## src/rtl/pc_sequencer.sv

```systemverilog
// Program counter and instruction-fetch sequencer for the MIPS core.
// Define PC_SEQ_PERF_EN to add the instr_count / stall_cycles performance counters.
module pc_sequencer #(
    parameter logic [31:0] RESET_VECTOR = 32'h0000_0000,
    parameter logic [31:0] EXC_VECTOR   = 32'h0000_0080,
    parameter int unsigned WAIT_MAX     = 8
) (
    input  logic        clk,
    input  logic        reset,
    output logic        imem_req,
    output logic [31:0] imem_addr,
    input  logic        imem_ack,
    input  logic [31:0] imem_rdata,
    output logic [31:0] instr,
    output logic        instr_valid,
    output logic [31:0] pc,
    output logic [31:0] pc_plus4,
    input  logic        stall,
    input  logic        br_take,
    input  logic [31:0] br_target,
    input  logic        jmp_take,
    input  logic [31:0] jmp_target,
    input  logic        halt,
    output logic        halted,
    output logic        fetch_err
`ifdef PC_SEQ_PERF_EN
    ,
    output logic [31:0] instr_count,
    output logic [31:0] stall_cycles
`endif
);

    typedef enum logic [2:0] {
        S_IDLE,
        S_REQ,
        S_WAIT,
        S_DELIVER,
        S_ERR,
        S_HALTED
    } state_t;

    // Last counter value seen in WAIT before giving up on the fetch.
    localparam logic [7:0] WAIT_LAST = 8'(WAIT_MAX - 1);

    state_t      state;
    logic [31:0] fetch_pc;
    logic [7:0]  wait_cnt;
    logic [31:0] next_pc;

    always_comb begin
        next_pc = pc_plus4;
        if (jmp_take) begin
            next_pc = jmp_target & ~32'h3;
        end else if (br_take) begin
            next_pc = br_target & ~32'h3;
        end
    end

    always_ff @(posedge clk) begin
        if (reset) begin
            state       <= S_IDLE;
            fetch_pc    <= RESET_VECTOR;
            wait_cnt    <= 8'd0;
            imem_req    <= 1'b0;
            imem_addr   <= RESET_VECTOR;
            instr       <= 32'd0;
            instr_valid <= 1'b0;
            pc          <= RESET_VECTOR;
            pc_plus4    <= RESET_VECTOR + 32'd4;
            halted      <= 1'b0;
            fetch_err   <= 1'b0;
        end else begin
            fetch_err <= 1'b0;
            case (state)
                S_IDLE: begin
                    state     <= S_REQ;
                    imem_req  <= 1'b1;
                    imem_addr <= fetch_pc;
                end
                S_REQ, S_WAIT: begin
                    // Ack wins over the timeout when both land in the same cycle.
                    if (imem_ack) begin
                        state       <= S_DELIVER;
                        imem_req    <= 1'b0;
                        instr       <= imem_rdata;
                        pc          <= fetch_pc;
                        pc_plus4    <= fetch_pc + 32'd4;
                        instr_valid <= 1'b1;
                    end else if (state == S_REQ) begin
                        state    <= S_WAIT;
                        wait_cnt <= 8'd0;
                    end else if (wait_cnt == WAIT_LAST) begin
                        state     <= S_ERR;
                        imem_req  <= 1'b0;
                        fetch_err <= 1'b1;
                        fetch_pc  <= EXC_VECTOR;
                        wait_cnt  <= wait_cnt + 8'd1;
                    end else begin
                        wait_cnt <= wait_cnt + 8'd1;
                    end
                end
                S_DELIVER: begin
                    if (!stall) begin
                        instr_valid <= 1'b0;
                        if (halt) begin
                            state  <= S_HALTED;
                            halted <= 1'b1;
                        end else begin
                            state     <= S_REQ;
                            fetch_pc  <= next_pc;
                            imem_req  <= 1'b1;
                            imem_addr <= next_pc;
                        end
                    end
                end
                S_ERR: begin
                    state     <= S_REQ;
                    imem_req  <= 1'b1;
                    imem_addr <= fetch_pc;
                end
                S_HALTED: begin
                    state <= S_HALTED;
                end
                default: begin
                    state    <= S_IDLE;
                    imem_req <= 1'b0;
                end
            endcase
        end
    end

`ifdef PC_SEQ_PERF_EN
    always_ff @(posedge clk) begin
        if (reset) begin
            instr_count  <= 32'd0;
            stall_cycles <= 32'd0;
        end else if (state == S_DELIVER) begin
            if (stall) begin
                stall_cycles <= stall_cycles + 32'd1;
            end else begin
                instr_count <= instr_count + 32'd1;
            end
        end
    end
`endif

endmodule

```

## config.mk

```make
export PLATFORM = sky130hd
export DESIGN_NAME = pc_sequencer
export DESIGN_NICKNAME = d
export VERILOG_FILES = /design/src/rtl/pc_sequencer.sv
export SDC_FILE = /design/constraint.sdc
export NUM_CORES = 1
export LEC_CHECK = 0
export CORE_ASPECT_RATIO = 0.5
export CORE_MARGIN = 2
export CORE_UTILIZATION = 51
export DETAILED_ROUTE_END_ITERATION = 10
export PLACE_DENSITY_LB_ADDON = 0.15
export SYNTH_ARGS = -nofsm -noshare
export SYNTH_HDL_FRONTEND = slang
export SYNTH_SLANG_ARGS = --single-unit
export TNS_END_PERCENT = 50
```

## constraint.sdc

```tcl
create_clock -name clk -period 4.5 [get_ports clk]
set_input_delay 0.9 -clock clk [delete_from_list [all_inputs] [get_ports clk]]
set_output_delay 0.9 -clock clk [all_outputs]
set_load 0.05 [all_outputs]
```

## Yosys cells after proc, flatten, opt, wreduce, memory -nomap -nowiden

Index checks and enable logic that the tools add are counted.

- Register bits: 175
- Input bits: 103
- Output and inout port bits: 132
- Word-level logic and storage cells: 72

- Add/subtract/negate cells: 2
- Equal/unequal tests: 15
- Multiplexer cells: 26
- Bitwise gates (word level): 4
- Reduce and logical (&&, ||, !) cells: 14

Operator list:

| cell | number |
|---|---|
| 2-to-1 mux 32 bit | 7 |
| one-hot mux 32 bit (2 select lines) | 2 |
| adder 32 x 3 -> 32 bit, second input constant | 1 |
| 2-to-1 mux 3 bit | 5 |
| inequality test 2 bit, second input constant | 6 |
| one-hot mux 3 bit (4 select lines) | 1 |
| AND reduction 3 bit | 3 |
| adder 8 x 1 -> 8 bit, second input constant | 1 |
| == test 8 x 3 -> 1 bit, second input constant | 1 |
| 2-to-1 mux 1 bit | 8 |
| 2-to-1 mux 8 bit | 1 |
| == test 3 x 2 -> 1 bit, second input constant | 2 |
| == test 3 bit, second input constant | 2 |
| inequality test 3 bit, second input constant | 2 |
| AND reduction 2 bit | 3 |
| AND reduction 6 bit | 1 |
| AND reduction 5 bit | 1 |
| inequality test 4 bit, second input constant | 1 |
| inverter 1 bit | 4 |
| one-hot mux 1 bit (4 select lines) | 1 |
| nonzero test 2 bit | 2 |
| OR reduction 2 bit | 2 |
| OR reduction 4 bit | 1 |
| == test 3 x 1 -> 1 bit, second input constant | 1 |
| 2 further kinds | 2 |

## Longest topological paths before layout

- Depth after elaboration: 5
- Mapped depth: 7
- Depth with buffers taken out: 5

## Worst setup path after synthesis

Ideal clock, no wire load.

- Path kind: in2reg
- Start: input port imem_ack
- End: register pc[0]
- Setup time: 0.070 ns
- Arrival time: 2.083 ns
- Data required time: 4.430 ns
- Path slack: 2.346 ns
- Stages on the path: 7
- Buffers on the path: 3
- Path through: nor2b_1 -> clkbuf_1 -> nand2_1 -> clkbuf_1 -> clkbuf_1 -> nand2_1 -> a21oi_1

- Word-level cells in the longest chain between the ends: 1

RTL lines:

| what | line | RTL |
|---|---|---|
| start, declared | 12 | `input logic imem_ack,` |
| AND reduction 2 bit (no source line) | -- |  |
| end signal, assigned | 86 | `pc <= fetch_pc;` |
| end, declared | 16 | `output logic [31:0] pc,` |

Every way passes these cells.
A chain may end at the register's enable or synchronous reset.

## Final worst setup path

- Start: register state[0]
- End: register instr[9]

- Word-level cells in the longest chain between the ends: 3
- Elaborated cells on any way between the ends: 4
- Classes of those cells: eq/ne: 2; reduce/logical: 2

RTL lines:

| what | line | RTL |
|---|---|---|
| start, declared | 45 | `state_t state;` |
| start signal, assigned | 61 | `state <= S_IDLE;` |
| start signal, assigned | 76 | `state <= S_REQ;` |
| start signal, assigned | 83 | `state <= S_DELIVER;` |
| == test 3 x 1 -> 1 bit / == test 3 x 2 -> 1 bit (equally long branches) | 74 | `case (state)` |
| OR reduction 2 bit (*) | 74 |  |
| AND reduction 2 bit (no source line) (*) | -- |  |
| end signal, assigned | 85 | `instr <= imem_rdata;` |
| end, declared | 14 | `output logic [31:0] instr,` |

Mark *: on every way between the ends. The rest lies on a longest branch, timed or not.

==> results.cfg <==
[clock_network]
cts.sinks = 173
numCtsBuffers = 17
clk_pin_slew_ns = 0.07
cts_root_buffer = clkbuf_16
cts_hold_buf = 0
post_cts_buffers = 0
ctsResizeCount = 0
htreeDepth = 4
clock_path_buffers = 2
cts_tree = done
insertion_delay_ns = 0.43

[timing]
skew_ns = 0.0146
fin_crit_sh_pct = 66.9
maxSlewViolCount = 0
worstMarginPinSlew_ns = 1.33
max-slew-margin-rel_pct = 11.6
fin_ws_ns = 1.49
setup_viol = 0
rsz0062_at_grt = false
hold_viol = 0
hold_slack_ns = 0.453
tns_ns = 0
fmax_ghz = 0.332
min_period_ns = 3.01

[power]
power.density_nw_per_um2 = 401
irDropWorstVdd_uv = 233
p_leak_nw = 3.62

[drt]
firstDrtPassIters = 5
drt_wl_total_um = 24400
vias = 8290
drt_iter0_markers = 720
antenna_left = 0
drc_errors = 0
via_per_inst = 5.87
wl_per_cell_um = 17.3

[yosys]
syn_area_per_cell_um2 = 7.69
synth_area_leader_cell = dfxtp_1
ys_warn_count = 0
synth_nets = 1137
yosysTopAreaCellShare_pct = 43.6
ys_seq_area_share_pct = 43.6
synth-seq-cells = 173
ys_types = 58
syn_inst = 1032
synth_edf_count = 0
synth_area_um2 = 7940
async_flop_share_pct = 0
synth_ff_type = dfxtp_1
ys_top_cells_by_area = dfxtp_1, nand2_1, o21ai_0

[layout]
area_growth_pct = 35.1
diodes = 0
final_layout_size_suffix_gt1_share_pct = 5.13
fin_nets = 1302
n_fill_cell = 1255

[setup_path]
critPathMaxFanout = 46
critPathLaunchType = flop
critical_path_arrival_ns = 3.26
required_ns = 4.75
crit_path_end_kind = flop
worstSetupPathType = flop to flop

[global_routing]
grt_antenna_before_repair = 0
grt_pass1_vias = 7791
grt_pass1_wl_um = 39300
gr-total-overflow = 0
grt_max_degree = 105
gr-usage-all-layers_pct = 28.9

[place]
place_ws_ns = 1.33
hpwlAfterDp_um = 16000
gp_congestion = 0.830
io_buffer_count = 230

[floorplan]
core-area_um2 = 15300
die_x_um = 180
die_h_um = 92.2
die_area_um2 = 16600
start_util_pct = 51.9
ioPinCount = 235
num_rows = 32

[flow_run]
maxCapViolCount = 0

[status]
status = complete, no violations

[min_path]
holdCritPathClass = flop to flop
state kept, by name, indices dropped and copies added (netlist names), 3 cells and up:
register	flops
pc_plus4	30
state	3
wait_cnt	8
instr	32
pc	32
imem_addr	32
fetch_pc	32
area by class of cell:
class | instances | area [um2] | area share, %
multi-input cells | 750 | 4050 | 37.7
flip-flops and latches | 173 | 3460 | 32.3
repair buffers | 242 | 2390 | 22.3
clock buffers | 18 | 429 | 4.00
well taps | 204 | 255 | 2.38
clock inverters | 12 | 91.3 | 0.851
inverters | 13 | 48.8 | 0.455
power breakdown:
part | switching [mW] | internal (mW)
sequential | 0.105 | 1.65
clock | 0.637 | 0.705
combinational | 0.811 | 0.396
per-layer routing:
metal	up-vias	GRT usage, %	wire [um]
met5	-	0	0
met4	0	10.5	452
met3	43	7.86	2470
met2	411	45.7	10900
met1	3860	38.2	10500
li1	3976	-	-
Yosys cell counts (3+ instances only):
library cell,n
inv_1,13
a211oi_1,11
and3_1,5
and4_1,3
nor4_1,10
or3_1,5
dfxtp_1,173
o31ai_1,5
xor2_1,4
mux2i_1,30
nor2b_1,3
buf_2,16
nand2_1,233
nor3_1,19
xnor2_1,9
nand4_1,39
clkbuf_2,3
a311oi_1,5
nand3_1,21
a31oi_1,39
or4_1,6
o21ai_0,115
o31a_1,3
nand3b_1,4
nor2_1,30
a22oi_1,3
a21oi_1,113
clkbuf_1,72
stage by stage:
stage | instance area (um2) | cells | power, mW | utilization [%]
2_1_floorplan | 7940 | 1032 | 2.54 | -
3_3_place_gp | 10200 | 1382 | 2.96 | 66.7
3_5_place_dp | 10200 | 1382 | 2.98 | 66.7
4_1_cts | 10700 | 1412 | 4.31 | 70.1
5_1_grt | 10700 | 1412 | 4.46 | 70.1
6_report | 10700 | 1412 | 4.30 | 70.1
cell families after synthesis:
logic type / after synthesis / synth area share [%]
and+or+nand+nor: 394 / 23.2
AOI/OAI and AO/OA: 310 / 21.8
DFF: 173 / 43.6
buffers and inverters: 109 / 5.64
muxes: 30 / 3.78
xor gates and xnor gates: 14 / 1.64
adders and majority gates: 2 / 0.315
layout by cell type, fill, tap and decap left out, types with 13 or more instances in the layout:
cell	instances
o21ai_0	115
clkbuf_16	17
nor2_1	28
mux2i_1	30
nand3_1	21
nand2_1	232
a21oi_1	113
dfxtp_1	172
a31oi_1	39
nor3_1	19
inv_1	13
clkdlybuf4s50_1	227
nand4_1	39
critical path: stages, from the launching register on:
cell     delay [ns]
dfxtp_2        0.99
xor2_2         0.53
nand2_2        0.60
buf_4          0.47
nand2_1        0.14
a21oi_1        0.07
path summary, 6_finish.rpt:
check	startpoint	to	slack, ns	cells after the start
worst min register to register	pc[7]	pc[7]	0.45	2
worst min-delay path	pc[7]	pc[7]	0.45	2
worst max-delay path	state[0]	instr[9]	1.49	5
worst max register to register	state[0]	instr[9]	1.49	5
No activity file was read; power rests on OpenSTA's default activity.
